===== config.mk =====
export PLATFORM = sky130hd
export DESIGN_NAME = memcmd_host
export DESIGN_NICKNAME = d
export VERILOG_FILES = /design/src/rtl/memcmd_pkg.sv /design/src/rtl/memcmd_wdog.sv /design/src/rtl/memcmd_host.sv
export SDC_FILE = /design/constraint.sdc
export NUM_CORES = 1
export LEC_CHECK = 0
export ABC_AREA = 1
export BUFFER_PORTS_ARGS = -buffer_cell sky130_fd_sc_hd__buf_2
export CORE_MARGIN = 8
export CORE_UTILIZATION = 40
export CTS_CLUSTER_SIZE = 8
export DETAILED_ROUTE_END_ITERATION = 6
export SETUP_SLACK_MARGIN = 0.3
export SLEW_MARGIN = 10
export SYNTH_ARGS = -nofsm -noshare
export SYNTH_HDL_FRONTEND = slang
export SYNTH_SLANG_ARGS = --single-unit

===== constraint.sdc =====
create_clock -name clk -period 5.9 [get_ports clk]
set_input_delay 0.885 -clock clk [delete_from_list [all_inputs] [get_ports clk]]
set_output_delay 0.885 -clock clk [all_outputs]
set_load 0.01 [all_outputs]

===== src/rtl/memcmd_pkg.sv =====
// ============================================================================
// Module   : memcmd_pkg
// Purpose  : Shared constants, state encoding and command-frame builder for
//            the memory-command protocol initiator.
// Revision : 1.0 - initial release
// ============================================================================
`timescale 1ns/1ps
`default_nettype none

package memcmd_pkg;

  localparam int ADDR_W  = 19;
  localparam int HDR_LEN = 5;

  localparam logic [1:0] OP_RD   = 2'd0;
  localparam logic [1:0] OP_WR   = 2'd1;
  localparam logic [1:0] OP_REG  = 2'd2;
  localparam logic [1:0] OP_CEDE = 2'd3;

  typedef enum logic [2:0] {
    ST_IDLE  = 3'd0,
    ST_HDR   = 3'd1,
    ST_WDATA = 3'd2,
    ST_RDATA = 3'd3,
    ST_RREG  = 3'd4,
    ST_FIN   = 3'd5
  } state_e;

  // Command frame, byte 0 in bits [7:0]; one-byte ops only use byte 0.
  function automatic logic [8*HDR_LEN-1:0] build_cmd(
    input logic [1:0]        op,
    input logic [ADDR_W-1:0] base,
    input logic [ADDR_W-1:0] size,
    input logic [4:0]        reg_idx
  );
    logic [8*HDR_LEN-1:0] c;
    c = '0;
    case (op)
      OP_RD, OP_WR: c = {size, base, 1'b0, op[0]};
      OP_REG:       c[7:0] = {reg_idx[3:0], reg_idx[4], 1'b0, 2'b10};
      default:      c[7:0] = 8'h03;
    endcase
    return c;
  endfunction

endpackage

`default_nettype wire


===== src/rtl/memcmd_wdog.sv =====
// ============================================================================
// Module   : memcmd_wdog
// Purpose  : Response watchdog; saturating idle counter with synchronous
//            clear, flags expiry when the count reaches all ones.
// Revision : 1.0 - initial release
// ============================================================================
`timescale 1ns/1ps
`default_nettype none

module memcmd_wdog #(
  parameter int TO_W = 20
) (
  input  logic clk,
  input  logic rst,
  input  logic clear,
  input  logic enable,
  output logic expired
);

  logic [TO_W-1:0] cnt_q, cnt_d;

  assign expired = &cnt_q;

  // Next count: clear wins, then count up while enabled, holding at all ones.
  always_comb begin
    cnt_d = cnt_q;
    if (clear) begin
      cnt_d = '0;
    end else if (enable && !expired) begin
      cnt_d = cnt_q + TO_W'(1);
    end
  end

  // Counter register with asynchronous active-low reset.
  always_ff @(posedge clk or negedge rst) begin
    if (!rst) begin
      cnt_q <= '0;
    end else begin
      cnt_q <= cnt_d;
    end
  end

endmodule

`default_nettype wire


===== src/rtl/memcmd_host.sv =====
// ============================================================================
// Module   : memcmd_host
// Purpose  : Byte-stream initiator: sends read/write/register/cede command
//            frames, streams write payload, collects read data or a 32-bit
//            register word, and reports completion with a watchdog error.
// Revision : 1.0 - initial release
// ============================================================================
`timescale 1ns/1ps
`default_nettype none

module memcmd_host
  import memcmd_pkg::*;
#(
  parameter int TO_W = 20
) (
  input  logic              clk,
  input  logic              rst,
  input  logic              req_valid,
  output logic              req_ready,
  input  logic [1:0]        req_op,
  input  logic [ADDR_W-1:0] req_base,
  input  logic [ADDR_W-1:0] req_size,
  input  logic [4:0]        req_reg,
  input  logic [7:0]        wr_data,
  input  logic              wr_valid,
  output logic              wr_ready,
  output logic [7:0]        rd_data,
  output logic              rd_valid,
  output logic [31:0]       reg_word,
  output logic              reg_valid,
  output logic              done,
  output logic              err,
  output logic [7:0]        tx_data,
  output logic              tx_valid,
  input  logic              tx_ready,
  input  logic [7:0]        rx_data,
  input  logic              rx_ready
);

  state_e                 state_q, state_d;
  logic [1:0]             op_q, op_d;
  logic [8*HDR_LEN-1:0]   cmd_q, cmd_d;
  logic [2:0]             hdr_idx_q, hdr_idx_d;
  logic [ADDR_W-1:0]      rem_q, rem_d;
  logic [23:0]            shift_q, shift_d;
  logic [1:0]             byte_cnt_q, byte_cnt_d;
  logic                   to_flag_q, to_flag_d;
  logic                   req_ready_q, req_ready_d;
  logic [7:0]             rd_data_q, rd_data_d;
  logic                   rd_valid_q, rd_valid_d;
  logic [31:0]            reg_word_q, reg_word_d;
  logic                   reg_valid_q, reg_valid_d;
  logic                   done_q, done_d;
  logic                   err_q, err_d;

  logic                   wd_clear, wd_enable, wd_expired;
  logic [2:0]             hdr_last;
  logic [7:0]             hdr_byte;

  assign hdr_last  = (op_q == OP_RD || op_q == OP_WR) ? 3'(HDR_LEN - 1) : 3'd0;
  assign hdr_byte  = cmd_q[{hdr_idx_q, 3'b000} +: 8];

  assign req_ready = req_ready_q;
  assign rd_data   = rd_data_q;
  assign rd_valid  = rd_valid_q;
  assign reg_word  = reg_word_q;
  assign reg_valid = reg_valid_q;
  assign done      = done_q;
  assign err       = err_q;

  memcmd_wdog #(.TO_W(TO_W)) u_wdog (
    .clk     (clk),
    .rst     (rst),
    .clear   (wd_clear),
    .enable  (wd_enable),
    .expired (wd_expired)
  );

  // Next-state, datapath updates and combinational TX/write handshake.
  always_comb begin
    state_d     = state_q;
    op_d        = op_q;
    cmd_d       = cmd_q;
    hdr_idx_d   = hdr_idx_q;
    rem_d       = rem_q;
    shift_d     = shift_q;
    byte_cnt_d  = byte_cnt_q;
    to_flag_d   = to_flag_q;
    rd_data_d   = rd_data_q;
    reg_word_d  = reg_word_q;
    rd_valid_d  = 1'b0;
    reg_valid_d = 1'b0;
    done_d      = 1'b0;
    err_d       = 1'b0;
    tx_valid    = 1'b0;
    tx_data     = 8'h00;
    wr_ready    = 1'b0;
    wd_clear    = 1'b0;
    wd_enable   = 1'b0;

    case (state_q)
      ST_IDLE: begin
        if (req_valid && req_ready_q) begin
          op_d       = req_op;
          cmd_d      = build_cmd(req_op, req_base, req_size, req_reg);
          rem_d      = req_size;
          hdr_idx_d  = 3'd0;
          byte_cnt_d = 2'd0;
          to_flag_d  = 1'b0;
          state_d    = ST_HDR;
        end
      end

      ST_HDR: begin
        tx_valid = 1'b1;
        tx_data  = hdr_byte;
        if (tx_ready) begin
          if (hdr_idx_q == hdr_last) begin
            // Watchdog starts fresh as the response phase begins.
            wd_clear = 1'b1;
            case (op_q)
              OP_RD:   state_d = (rem_q == '0) ? ST_FIN : ST_RDATA;
              OP_WR:   state_d = (rem_q == '0) ? ST_FIN : ST_WDATA;
              OP_REG:  state_d = ST_RREG;
              default: state_d = ST_FIN;
            endcase
          end else begin
            hdr_idx_d = hdr_idx_q + 3'd1;
          end
        end
      end

      ST_WDATA: begin
        tx_valid = wr_valid;
        tx_data  = wr_data;
        wr_ready = tx_ready && wr_valid;
        if (tx_ready && wr_valid) begin
          rem_d = rem_q - ADDR_W'(1);
          if (rem_q == ADDR_W'(1)) begin
            state_d = ST_FIN;
          end
        end
      end

      ST_RDATA: begin
        wd_enable = 1'b1;
        if (rx_ready) begin
          wd_clear   = 1'b1;
          rd_data_d  = rx_data;
          rd_valid_d = 1'b1;
          rem_d      = rem_q - ADDR_W'(1);
          if (rem_q == ADDR_W'(1)) begin
            state_d = ST_FIN;
          end
        end else if (wd_expired) begin
          to_flag_d = 1'b1;
          state_d   = ST_FIN;
        end
      end

      ST_RREG: begin
        wd_enable = 1'b1;
        if (rx_ready) begin
          wd_clear   = 1'b1;
          shift_d    = {rx_data, shift_q[23:8]};
          byte_cnt_d = byte_cnt_q + 2'd1;
          if (byte_cnt_q == 2'd3) begin
            reg_word_d  = {rx_data, shift_q};
            reg_valid_d = 1'b1;
            state_d     = ST_FIN;
          end
        end else if (wd_expired) begin
          to_flag_d = 1'b1;
          state_d   = ST_FIN;
        end
      end

      ST_FIN: begin
        done_d  = 1'b1;
        err_d   = to_flag_q;
        state_d = ST_IDLE;
      end

      default: state_d = ST_IDLE;
    endcase
  end

  // Ready is registered so it stays low through reset and in the done cycle.
  always_comb begin
    req_ready_d = (state_d == ST_IDLE) && (state_q != ST_FIN);
  end

  // State and output registers, asynchronous active-low reset.
  always_ff @(posedge clk or negedge rst) begin
    if (!rst) begin
      state_q     <= ST_IDLE;
      op_q        <= 2'd0;
      cmd_q       <= '0;
      hdr_idx_q   <= 3'd0;
      rem_q       <= '0;
      shift_q     <= '0;
      byte_cnt_q  <= 2'd0;
      to_flag_q   <= 1'b0;
      req_ready_q <= 1'b0;
      rd_data_q   <= 8'h00;
      rd_valid_q  <= 1'b0;
      reg_word_q  <= '0;
      reg_valid_q <= 1'b0;
      done_q      <= 1'b0;
      err_q       <= 1'b0;
    end else begin
      state_q     <= state_d;
      op_q        <= op_d;
      cmd_q       <= cmd_d;
      hdr_idx_q   <= hdr_idx_d;
      rem_q       <= rem_d;
      shift_q     <= shift_d;
      byte_cnt_q  <= byte_cnt_d;
      to_flag_q   <= to_flag_d;
      req_ready_q <= req_ready_d;
      rd_data_q   <= rd_data_d;
      rd_valid_q  <= rd_valid_d;
      reg_word_q  <= reg_word_d;
      reg_valid_q <= reg_valid_d;
      done_q      <= done_d;
      err_q       <= err_d;
    end
  end

endmodule

`default_nettype wire

Word-level counts from Yosys, hierarchy flattened
Index checks and enable logic that the tools add are counted.
W data, S select, Z words.
{"block": "word_totals", "regBits": 159, "in_bits": 67, "output_inout_bits": 55, "word_cells": 116}
{"block": "op_classes", "add_sub_neg": 4, "n_eq_ne": 21, "n_shift": 1, "mux": 47, "n_reduce_logical": 27}
{"op": "$mux W19", "n": 3}
{"op": "$pmux W19 S3", "n": 1}
{"op": "$mux W3", "n": 15}
{"op": "$mux W20", "n": 2}
{"op": "$shiftx A40 B7 Y8", "n": 1}
{"op": "$mux W32", "n": 1}
{"op": "$pmux W8 S2", "n": 2}
{"op": "$add A20 B1 Y20 const B", "n": 1}
{"op": "$reduce_and A20 Y1", "n": 1}
{"op": "$eq A19 B1 Y1 const B", "n": 1}
{"op": "$logic_not A19 Y1", "n": 1}
{"op": "$sub A19 B1 Y19 const B", "n": 1}
{"op": "$pmux W3 S5", "n": 1}
{"op": "$mux W1", "n": 14}
{"op": "$ne A2 B2 Y1 const B", "n": 7}
{"op": "$reduce_and A4 Y1", "n": 3}
{"op": "$pmux W3 S3", "n": 1}
{"op": "$reduce_bool A2 Y1", "n": 4}
{"op": "$eq A2 B2 Y1 const B", "n": 3}
{"op": "$eq A3 B2 Y1 const B", "n": 2}
{"op": "$eq A3 B3 Y1 const B", "n": 2}
{"op": "$logic_not A3 Y1", "n": 2}
{"op": "$pmux W1 S2", "n": 3}
{"op": "$pmux W3 S2", "n": 1}
{"op": "17 further kinds", "n": 27}

Longest topological paths before layout
{"block": "depth", "ltp_word": 9, "ltp_mapped": 13, "depth_no_buf": 12}

Hierarchy
Synthesis repeated with hierarchy kept, for this count alone.
{"block": "unflattened", "hier_cells": 1000, "hier_area_um2": 8049.0}
{"module": "memcmd_host", "instances": 1, "cells_each": 800, "area_per_inst_um2": 6683.9, "seq_area_each_um2": 3478.3}
{"module": "memcmd_wdog", "instances": 1, "cells_each": 200, "area_per_inst_um2": 1365.1, "seq_area_each_um2": 500.5}

Worst setup path before layout
No wires, ideal clock.
{"block": "synth_path", "kind": "flip-flop to output port", "from": "register hdr_idx_q[1]", "to": "output port tx_data[0]", "t_arrival_ns": 1.437, "required_ns": 5.015, "path_slack_ns": 3.578, "path_stages_with_launch": 7, "n_path_buf": 2, "path_cell_list": "dfrtp_1 -> clkbuf_1 -> inv_1 -> clkbuf_1 -> nand3_1 -> o21ai_0 -> a22o_1"}
{"block": "synth_via", "elab_chain_len": 2}
{"element": "from (decl)", "line_no": "memcmd_host.sv:43", "text": "logic [2:0] hdr_idx_q, hdr_idx_d;"}
{"element": "from (signal assigned)", "line_no": "memcmd_host.sv:215", "text": "hdr_idx_q <= hdr_idx_d;"}
{"element": "$shiftx A40 B7 Y8", "line_no": "memcmd_host.sv:61", "text": "assign hdr_byte = cmd_q[{hdr_idx_q, 3'b000} +: 8];"}
{"element": "$pmux W8 S2", "line_no": "memcmd_host.sv:101", "text": "case (state_q)"}
{"element": "to (decl)", "line_no": "memcmd_host.sv:33", "text": "output logic [7:0] tx_data,"}
No other way between the ends.

Worst setup path after layout
{"block": "layout_path", "from": "register state_q[2]", "to": "output port wr_ready"}
{"block": "layout_via", "elab_chain_len": 2}
{"element": "from (decl)", "line_no": "memcmd_host.sv:40", "text": "state_e state_q, state_d;"}
{"element": "from (signal assigned)", "line_no": "memcmd_host.sv:212", "text": "state_q <= state_d;"}
{"element": "$eq A3 B2 Y1", "line_no": "memcmd_host.sv:101"}
{"element": "$mux W1", "line_no": "memcmd_host.sv:101"}
{"element": "to (decl)", "line_no": "memcmd_host.sv:26", "text": "output logic wr_ready,"}
No other way between the ends.

==> impl_metrics.toml <==
[timing]
fin_crit_ns = 3.51
finalClockSkew_ns = 0.00963
period_share = 0.595
fmax_mhz = 285
finalSetupViolCount = 0
hold_viol = 0
max_slew.worst_pin.slew_ns = 1.02
slew_violations = 0
fin_tns_setup_ns = 0
slew_headroom = 0.317
rsz0062_at_grt = "false"

[final_layout]
regArea_um2 = 3980
nNetsFinal = 1126
syn2layout_area_growth_pct = 17.4
drive_above_1_share = 0.177
n_fill_cell = 1848
multiInputGateArea_um2 = 3060
n_antenna_cell = 0
stdcell_area_um2 = 9020

[worst_setup_path]
worst_setup_path_start_kind = "flop"
regToRegEndpoint = "req_ready"
r2r_slack_ns = 2.94
critical_path.max_fanout = 27
cp-end-kind = "output pin"
r2r.worst_path.cells = 8
critical_path.reg2reg.startpoint = "state_q[0]"
criticalPathCategory = "flop to output pin"
worst_ep_arrival_time_ns = 2.62
worstPathRequired_ns = 5.02

[placed_design]
gp_congestion = 0.833
place_hpwl_um = 14000
io_buffers = 121
dpl_cell_area_um2 = 8420

[hold_path]
hp-class = "input pin to asynchronous set/reset pin"

[grt]
grt_usage = 0.167
use_met2 = 0.256
grt_pass1_vias = 6230
grt-ovfl-total = 0
grtUsageMet3 = 0.0385
globalRoute.busiestLayer = "met2"
grt_max_degree = 71
grt_pass1_wl_um = 32200
antenna_found_initial = 0
grt_use_met1 = 0.227

[synthesis]
synthTopCellsByArea = "dfrtp_1, o21ai_0, nand2_1"
syn_inst = 950
ys_seq_area_frac = 0.518
synth_edf_count = 0
synthArstFlopShare = 1.00
yosys_warnings = 0
syn_area_um2 = 7680
avgSynthCellArea_um2 = 8.08
synthFlopType = "dfrtp_1"
yosys_register_bits = 159
synth_largest_area_cell = "dfrtp_1"
synth.net_count = 1024
synth_top_area_frac = 0.518
synthDistinctLibCells = 39

[die]
rows = 50
die_h_um = 155
num_io_pins = 122
coreArea_um2 = 18800
dieArea_um2 = 23900
die_x_um = 155
start_util = 0.409

[route]
vias_per_cell = 5.02
vias = 6524
wire_per_inst_um = 15.0
wirelength_um = 19500
drc = 0
drtAntennaViolNets = 0
drt_pre_antenna_iters = 5
drt-initial-drc-count = 446

[clock_tree]
cts_buffers = 17
cts_resized = 0
path_clk_slew_ns = 0.07
cts_tree = "done"
cts_max_level = 4
insertion_delay_ns = 0.42
clock-root-buffer = "clkbuf_16"
post-cts-setup-buffers = 0
holdBufCountCts = 0
clockBufferDepth = 2
clock-sinks = 159

[pwr]
vdd_drop_max_mv = 0.216
p_sw_uw = 1660
seqPwrFrac = 0.395
power_density_nw_per_um2 = 459
pwr-share-clk = 0.262
p_int_uw = 2480
p_leak_uw = 0.00449
netSwitchingFraction = 0.402
combinationalPowerShare = 0.343

[run_status]
status = "completed"

[job]
drv_cap = 0
cells by family after synthesis:
| family | after synthesis | share of synthesized area |
|---|---|---|
| fa+ha+maj | 7 | 0.0114 |
| buf+inv | 163 | 0.0841 |
| compound gates | 238 | 0.165 |
| simple gates | 372 | 0.209 |
| flops | 159 | 0.518 |
| xor+xnor | 11 | 0.0125 |
registers in the layout, summed over array words and instances, names as in the netlist, 2 cells and up:
signal	flops
reg_word	32
u_wdog.cnt_q	20
cmd_q	40
state_q	3
rd_data	8
hdr_idx_q	3
op_q	2
rem_q	19
byte_cnt_q	2
shift_q	24
worst max-delay path: stages, from the launching register on:
cell and delay [ns]:
dfrtp_1 0.44, nor2_4 0.51, inv_2 0.31, nor2_2 0.53
nand3_1 0.19, inv_1 0.08, buf_2 0.13
through the flow:
stage          instances   util  power (uW)  worst slack (ns)  hold WS, ns
2_1_floorplan        950      -        2680              3.58        0.449
3_3_place_gp        1267  0.449        3050              2.60        0.460
3_5_place_dp        1267  0.449        3080              2.53        0.466
4_1_cts             1299  0.480        4180              2.38        0.361
5_1_grt             1299  0.480        4480              2.08        0.376
6_report            1299  0.480        4140              2.39        0.356
worst max path at each step:
stage,from,endpoint,slack (ns),depth (start not counted)
after detailed placement,rx_ready,req_ready,2.53,8
after floorplan,hdr_idx_q[1],tx_data[0],3.58,6
after global placement,rx_ready,req_ready,2.60,8
final,state_q[2],wr_ready,2.39,6
after global routing,state_q[1],wr_ready,2.08,7
after CTS,state_q[2],wr_ready,2.38,6
power groups by stage:
| stage | clock network (uW) | registers (uW) | logic (uW) |
|---|---|---|---|
| CTS | 1110 | 1640 | 1430 |
| global placement | 0 | 1650 | 1400 |
| detailed placement | 0 | 1660 | 1430 |
| floorplan | 0 | 1620 | 1060 |
| global route | 1160 | 1680 | 1640 |
| finish | 1090 | 1640 | 1420 |
routing by layer:
metal	vias up	share of wire
li1	3310	-
met1	3026	0.47
met2	164	0.46
met3	24	0.052
met4	0	0.021
met5	-	0
layout by cell type (no fill, tap or decap), types with 3 or more instances in the layout:
cell	n
nand2_1	206
o21ai_0	157
nor3_2	3
ha_1	7
nor3_1	7
xor2_1	10
inv_1	110
o22ai_1	5
nand2_2	3
buf_4	3
nor2_4	4
nor2_1	66
a21oi_1	36
inv_2	11
buf_2	120
clkbuf_16	17
o31ai_1	5
nand4_1	7
o21ai_1	18
inv_8	5
nor2_2	5
dfrtp_1	159
a22o_1	8
clkinv_8	4
nand2_4	3
nand3_1	63
area by class of cell:
cell class | count | area share
timing repair buffer | 124 | 0.0703
clock inverter | 15 | 0.0190
tap | 234 | 0.0325
clock buffer | 17 | 0.0472
sequential | 159 | 0.441
inverter | 122 | 0.0508
multi-input combinational | 628 | 0.339
cell usage after synthesis, types with 2 or more instances:
master and number:
a22o_1 8, a22oi_1 2, nor2_2 5, a31oi_1 2, o211ai_1 2, nand4_1 7, nor2_4 4, nor3_1 7
nand2_2 2, inv_2 11, buf_2 12, dfrtp_1 159, o31ai_1 5, clkbuf_1 23, buf_1 3, nand3_1 63
inv_1 110, buf_6 2, xor2_1 10, a21oi_1 36, nor3_2 3, ha_1 7, o22ai_1 5, o21ai_0 157
nor2_1 66, o21ai_1 18, nand2_4 3, nand2_1 207
No activity file was read; power rests on OpenSTA's default activity.
